===== src/rtl/pipe_stage_reg.sv =====
// -----------------------------------------------------------------------------
// pipe_stage_reg
//
// Purpose
//   Inter-stage pipeline register that carries one instruction word and its PC
//   between two pipeline stages (IF->ID and later). It holds up to two entries:
//   a main slot, which is always the head, and a skid slot. Because of the skid
//   slot, in_ready is decoded from state only and has no combinational path
//   from out_ready. The block also provides freeze (stall), flush with NOP bubble
//   injection, and optional occupancy/stall statistics.
//
// Handshake
//   A transfer happens on a side only in a cycle where both valid and ready are
//   high at the rising clock edge. A producer must hold valid and its payload
//   stable until that transfer happens. Ready never depends on valid from the
//   same side. in_ready also never depends on out_ready.
//
// Configuration
//   PIPE_STATS_EN  When this macro is defined, the saturating stall_cnt and
//                  flush_cnt counters are built. When it is undefined, both
//                  outputs are tied to zero and no counter logic exists.
//
// Ports
//   clk        in   1        clock; all state updates on posedge
//   rst        in   1        synchronous reset, active-low
//   freeze     in   1        stall: no transfer on either side while high
//   flush      in   FLUSH_W  any nonzero bit discards all held entries
//   in_valid   in   1        upstream entry valid
//   in_ready   out  1        register can accept this cycle
//   in_inst    in   INST_W   upstream instruction
//   in_pc      in   PC_W     upstream PC
//   out_valid  out  1        out_inst/out_pc valid
//   out_ready  in   1        downstream accepts
//   out_inst   out  INST_W   head instruction (NOP_INST when empty)
//   out_pc     out  PC_W     head PC (0 when empty)
//   stall_cnt  out  CNT_W    cycles with in_valid & ~in_ready
//   flush_cnt  out  CNT_W    cycles with flush asserted
//   dbg_state  out  2        FSM state (0 EMPTY, 1 ONE, 2 TWO)
// -----------------------------------------------------------------------------
module pipe_stage_reg #(
  parameter int unsigned         INST_W   = 32,
  parameter int unsigned         PC_W     = 32,
  parameter int unsigned         FLUSH_W  = 2,
  parameter logic [INST_W-1:0]   NOP_INST = 32'hFC000000,
  parameter int unsigned         CNT_W    = 16
) (
  input  logic               clk,
  input  logic               rst,
  input  logic               freeze,
  input  logic [FLUSH_W-1:0] flush,
  input  logic               in_valid,
  output logic               in_ready,
  input  logic [INST_W-1:0]  in_inst,
  input  logic [PC_W-1:0]    in_pc,
  output logic               out_valid,
  input  logic               out_ready,
  output logic [INST_W-1:0]  out_inst,
  output logic [PC_W-1:0]    out_pc,
  output logic [CNT_W-1:0]   stall_cnt,
  output logic [CNT_W-1:0]   flush_cnt,
  output logic [1:0]         dbg_state
);

  typedef enum logic [1:0] {
    ST_EMPTY = 2'd0,
    ST_ONE   = 2'd1,
    ST_TWO   = 2'd2
  } state_t;

  state_t              r_state;
  state_t              w_state_nxt;

  logic [INST_W-1:0]   r_main_inst;
  logic [PC_W-1:0]     r_main_pc;
  logic [INST_W-1:0]   r_skid_inst;
  logic [PC_W-1:0]     r_skid_pc;

  logic                w_fl;
  logic                w_in_fire;
  logic                w_out_fire;
  logic                w_load_main_in;
  logic                w_load_main_skid;
  logic                w_load_skid;

  // ---------------------------------------------------------------------------
  // Handshake decode. Flush masks in_ready, so an entry offered in the flush
  // cycle is never accepted. Freeze masks both sides, so nothing moves.
  // ---------------------------------------------------------------------------
  assign w_fl       = |flush;
  assign in_ready   = (r_state != ST_TWO) & ~freeze & ~w_fl;
  assign out_valid  = (r_state != ST_EMPTY) & ~freeze;
  assign w_in_fire  = in_valid & in_ready;
  assign w_out_fire = out_valid & out_ready;

  // Empty register shows a NOP bubble and PC 0, never stale data.
  assign out_inst  = (r_state == ST_EMPTY) ? NOP_INST : r_main_inst;
  assign out_pc    = (r_state == ST_EMPTY) ? '0       : r_main_pc;
  assign dbg_state = r_state;

  // ---------------------------------------------------------------------------
  // FSM: state register
  // ---------------------------------------------------------------------------
  always_ff @(posedge clk) begin
    if (!rst) begin
      r_state <= ST_EMPTY;
    end else begin
      r_state <= w_state_nxt;
    end
  end

  // ---------------------------------------------------------------------------
  // FSM: next state and slot load enables
  // ---------------------------------------------------------------------------
  always_comb begin
    w_state_nxt      = r_state;
    w_load_main_in   = 1'b0;
    w_load_main_skid = 1'b0;
    w_load_skid      = 1'b0;

    if (w_fl) begin
      // Flush wins over freeze and any handshake and drops both slots.
      w_state_nxt = ST_EMPTY;
    end else begin
      unique case (r_state)
        ST_EMPTY: begin
          if (w_in_fire) begin
            w_state_nxt    = ST_ONE;
            w_load_main_in = 1'b1;
          end
        end
        ST_ONE: begin
          if (w_in_fire && w_out_fire) begin
            // The head leaves and the new entry takes its place.
            w_load_main_in = 1'b1;
          end else if (w_in_fire) begin
            w_state_nxt = ST_TWO;
            w_load_skid = 1'b1;
          end else if (w_out_fire) begin
            w_state_nxt = ST_EMPTY;
          end
        end
        ST_TWO: begin
          if (w_out_fire) begin
            w_state_nxt      = ST_ONE;
            w_load_main_skid = 1'b1;
          end
        end
        default: begin
          w_state_nxt = ST_EMPTY;
        end
      endcase
    end
  end

  // ---------------------------------------------------------------------------
  // Payload slots
  // ---------------------------------------------------------------------------
  always_ff @(posedge clk) begin
    if (!rst) begin
      r_main_inst <= NOP_INST;
      r_main_pc   <= '0;
    end else if (w_load_main_in) begin
      r_main_inst <= in_inst;
      r_main_pc   <= in_pc;
    end else if (w_load_main_skid) begin
      r_main_inst <= r_skid_inst;
      r_main_pc   <= r_skid_pc;
    end
  end

  always_ff @(posedge clk) begin
    if (!rst) begin
      r_skid_inst <= NOP_INST;
      r_skid_pc   <= '0;
    end else if (w_load_skid) begin
      r_skid_inst <= in_inst;
      r_skid_pc   <= in_pc;
    end
  end

  // ---------------------------------------------------------------------------
  // Statistics
  // ---------------------------------------------------------------------------
`ifdef PIPE_STATS_EN
  logic [CNT_W-1:0] r_stall_cnt;
  logic [CNT_W-1:0] r_flush_cnt;
  logic             w_stall;

  assign w_stall = in_valid & ~in_ready;

  // Both counters stop at all-ones and do not wrap.
  always_ff @(posedge clk) begin
    if (!rst) begin
      r_stall_cnt <= '0;
    end else if (w_stall && !(&r_stall_cnt)) begin
      r_stall_cnt <= r_stall_cnt + CNT_W'(1);
    end
  end

  always_ff @(posedge clk) begin
    if (!rst) begin
      r_flush_cnt <= '0;
    end else if (w_fl && !(&r_flush_cnt)) begin
      r_flush_cnt <= r_flush_cnt + CNT_W'(1);
    end
  end

  assign stall_cnt = r_stall_cnt;
  assign flush_cnt = r_flush_cnt;
`else
  assign stall_cnt = '0;
  assign flush_cnt = '0;
`endif

endmodule


===== config.mk =====
export PLATFORM = sky130hd
export DESIGN_NAME = pipe_stage_reg
export DESIGN_NICKNAME = d
export VERILOG_FILES = /design/src/rtl/pipe_stage_reg.sv
export SDC_FILE = /design/constraint.sdc
export NUM_CORES = 1
export LEC_CHECK = 0
export BUFFER_PORTS_ARGS = -buffer_cell sky130_fd_sc_hd__buf_2
export CORE_UTILIZATION = 52
export DETAILED_ROUTE_END_ITERATION = 8
export GPL_TIMING_DRIVEN = 0
export PLACE_DENSITY = 0.79
export RECOVER_POWER = 25
export SYNTH_ARGS = -nofsm -noshare
export SYNTH_HDL_FRONTEND = slang
export SYNTH_SLANG_ARGS = --single-unit

===== constraint.sdc =====
create_clock -name clk -period 2.2 [get_ports clk]
set_input_delay 0.44 -clock clk [delete_from_list [all_inputs] [get_ports clk]]
set_output_delay 0.44 -clock clk [all_outputs]
set_load 0.005 [all_outputs]

==> out/summary.md <==
The run finished with clean final reports. The tools report the post-CTS setup repair buffer count as 0. For the overall power after layout, the log shows 0.00562 W.

The first routing iteration left 346 violations. The synthesized netlist devotes 0% of its cell area to adder and majority cells. The area of the mapped netlist came out at 5900 um^2. The number of hold violations in the final report was 0. Nature of the critical path endpoint: an output pin. Leading register cell type out of synthesis: sky130_fd_sc_hd__dfxtp_1. The area growth from synthesis to layout is 27.2%. After layout, the worst path uses 96.1% of the clock period. In this run the mean area of a mapped cell was 7.72 um^2. The area fraction in compound gates after synthesis was 20.0%; the site row count was 38. The net count of the finished layout is 1022. After Yosys synthesis, and, or, nand and nor cells account for 26.0% of the synthesized area. The average wire per standard cell came out at 13.5 um. The root buffer selected by CTS was sky130_fd_sc_hd__clkbuf_16. The first TritonRoute pass finished after 5 iterations. The critical setup path kind is flop to output pin. Class of the worst hold path: input port to flop. The detailed placer's ending HPWL was 10400 um; the wire length of the first global-routing pass was 23600 um.

The internal power summed over all cells was 0.00440 W; the share of post-route cells with drive strength above 1 was 23.2%. The pin count of the biggest net entering global routing was 17; the clock network fraction of total power was 51.4%. The dominant combinational cell family by area after synthesis was simple AND/OR/NAND/NOR gates.

The total grt overflow was 0. Data on the critical path is required at its endpoint by 1.76 ns. The startpoint type of the worst setup path is a flop.

Across the VDD grid, the largest voltage drop is 0.453 mV. Of the total synthesized cell area, the portion taken by XOR and XNOR cells is 0.148%. The via count of the first global-routing pass is 5023, and the number of pins with negative max-slew slack in the final report is 0. The congestion estimate from routability-driven global placement came to 0.794. The logs give 0 for the number of design rule violations left after detail routing and 0 for the count of synthesis-stage warnings from yosys. The count of buffers inserted at the top-level ports is 137. Post-route setup TNS: 0 ns. The core region is 10900 um^2. In the synthesized netlist the async set-or-reset flop fraction comes to 0%. For this configuration, the core starts out at a cell density of 53.9%. The tools report the count of nets left with antenna violations after detail routing as 0.

The clock reaches the later pin of the worst-skew pair after 0.41 ns. The final setup slack of the worst path is 0.0854 ns. For the sequential element share of the synthesized area, the log shows 44.1%. From bottom edge to top edge, the die measures 109 um. The run gives 34 as the count of different cell masters after synthesis. At the placement stage, the worst setup path has a slack of -0.269 ns. Vias after detailed routing: 5620. Data arrives at the worst endpoint at 1.67 ns. For this design the ratio of total power to cell area is 749 nW/um^2. The logs give 130 for the number of sinks driven by the clock tree and 0.00122 W for the power dissipated by switching net loads. The maximum net fanout on the critical path is 10. The clock-pin slew on the worst setup and hold paths was 0.05 ns; the combined global-route utilization of all metal layers was 25.7%.

Measured against its own limit, the worst slew margin works out to 27.7%. Between clock sinks in the finished design, the worst skew comes to 0.00780 ns. After detailed routing, the total wire length is 14900 um.

In this run the deepest clock path goes through 2 buffers. For the filler-free cell count of the finished design, the log shows 1104. The run gives 4 as the total number of H-tree levels. In this run, synthesis inferred 0 flip-flops with an integrated enable. For this design the top-level I/O count stands at 171. Measured against the total synthesized area, the mux share comes to 0.170%. At the pin with the least slew margin, the transition time is 1.07 ns. The switching fraction of total power was 21.7%; the horizontal die dimension was 109 um. Based on the critical path, the design can be clocked at up to 473 MHz. The logs give 2.95 nW for the standby leakage power and 1072 for the cell count after placement. Combinational logic is responsible for 5.7% of the overall power. The logs give 764 for the post-synthesis cell count and 11800 um^2 for the area of the die. TritonCTS built the clock tree.

The repair_antennas step left the layout with diodes totalling 0. Setup repair after global routing left no endpoint under its margin. Setup violations remaining at the end of the flow were counted as 0. The initial antenna violation count is 1, and the number of CTS-inserted buffers is 17. Across the run, the number of max-cap violations was 0. The logs give 43.0% for the part of the power in registers and 986 for the number of filler cells placed in the layout. The worst path in the final design needs a cycle of 2.11 ns, including I/O delays and setup. Dividing the detail-routed via count by the number of cells gives 5.09.

Synthesis inferred 130 register bits.
==> cells by family (layout without fill, tap and decap cells) <==
group                     count (synthesis)  in the layout
AOI/OAI and AO/OA                       189            189
other                                     1             32
and+or+nand+nor                         346            346
muxes                                     1              1
DFF                                     130            130
xor gates and xnor gates                  1              1
buffers and inverters                    96            265
==> critical path: stages, from the launching register on <==
cell and delay [ns]:
sky130_fd_sc_hd__dfxtp_4 0.40, sky130_fd_sc_hd__nor2_1 0.07, sky130_fd_sc_hd__buf_4 0.19, sky130_fd_sc_hd__buf_4 0.19, sky130_fd_sc_hd__or2_2 0.29, sky130_fd_sc_hd__buf_2 0.13
==> through the flow <==
stage	util, %	hold slack (ns)	area [um^2]
floorplan	-	0.432	6020
global placement	62.9	0.442	6880
detailed placement	62.9	0.449	6880
CTS	68.6	0.254	7510
global route	68.6	0.276	7500
finish	68.6	0.262	7500
==> layout make-up <==
class / instances / area (um^2) / share of cell area, %
clock inverters: 12 / 158 / 2.10
plain buffers: 95 / 563 / 7.50
inverters: 1 / 3.75 / 0.0500
repair buffers: 137 / 678 / 9.04
flip-flops and latches: 130 / 2610 / 34.8
well taps: 140 / 175 / 2.33
multi-input cells: 569 / 2860 / 38.1
clock buffers: 20 / 457 / 6.09
==> state kept, by name, summed over array words and instances (netlist names) <==
register and count:
r_skid_pc 32, dbg_state 2, r_main_pc 32, r_main_inst 32, r_skid_inst 32
==> path summary, 6_finish.rpt <==
kind / start / endpoint / slack, ns / depth (start not counted)
max: dbg_state[1]$_SDFFE_PP0P_ / out_inst[31] / 0.09 / 5
min: in_inst[29] / r_skid_inst[29]$_SDFFE_PN1P_ / 0.26 / 3
min reg2reg: r_skid_inst[27]$_SDFFE_PN1P_ / r_skid_inst[27]$_SDFFE_PN1P_ / 0.46 / 2
max reg2reg: dbg_state[1]$_SDFFE_PP0P_ / r_main_pc[10]$_SDFFE_PN0P_ / 0.23 / 8
==> timing repair <==
action / in CTS / in global routing
gates resized for setup: 10 / 5
setup endpoints to repair: 55 / 27
hold endpoints to repair: 0 / 0
hold buffers: 0 / 0
==> cells in the final DEF (no fill, tap or decap), types with 2 or more instances in the layout <==
cell type	n
sky130_fd_sc_hd__conb_1	32
sky130_fd_sc_hd__buf_4	34
sky130_fd_sc_hd__o21ai_0	47
sky130_fd_sc_hd__clkinvlp_4	3
sky130_fd_sc_hd__bufinv_16	3
sky130_fd_sc_hd__nand3_1	7
sky130_fd_sc_hd__clkbuf_2	5
sky130_fd_sc_hd__a211oi_1	6
sky130_fd_sc_hd__clkbuf_1	43
sky130_fd_sc_hd__nor2b_1	60
sky130_fd_sc_hd__buf_6	9
sky130_fd_sc_hd__o21ai_1	18
sky130_fd_sc_hd__a21boi_0	58
sky130_fd_sc_hd__buf_1	7
sky130_fd_sc_hd__clkbuf_8	2
sky130_fd_sc_hd__clkinv_2	2
sky130_fd_sc_hd__buf_2	135
sky130_fd_sc_hd__clkinv_4	4
sky130_fd_sc_hd__and3_1	6
sky130_fd_sc_hd__dfxtp_1	128
sky130_fd_sc_hd__or2_2	6
sky130_fd_sc_hd__or3_1	2
sky130_fd_sc_hd__nor2_1	9
sky130_fd_sc_hd__clkbuf_16	17
sky130_fd_sc_hd__a31oi_1	58
sky130_fd_sc_hd__nand2_1	245
sky130_fd_sc_hd__and2_1	2
==> layer usage <==
metal	GRT usage (%)	part of all wire [%]
met5	0	0.074
met4	10.0	1.9
met3	4.88	5.9
met2	42.3	47
met1	33.1	45
==> synth_stat cells (all sizes together) (2+ instances only) <==
cell type,instances,area (um^2)
nand2,246,923
dfxtp,130,2600
o21ai,65,325
nor2b,60,375
a21boi,58,435
a31oi,58,363
buf,55,400
clkbuf,40,151
nor2,9,33.8
nand3,7,35.0
a211oi,6,45.0
and3,6,37.5
or2,6,37.5
and2,2,12.5
or3,2,12.5
==> power groups by stage <==
stage	clock network, W	registers [W]	logic, W
floorplan	0	0.00246	0.000192
global placement	0	0.00246	0.000312
detailed placement	0	0.00246	0.000313
CTS	0.00290	0.00241	0.000315
global route	0.00301	0.00242	0.000353
finish	0.00289	0.00241	0.000317
No activity file was read; power rests on OpenSTA's default activity.
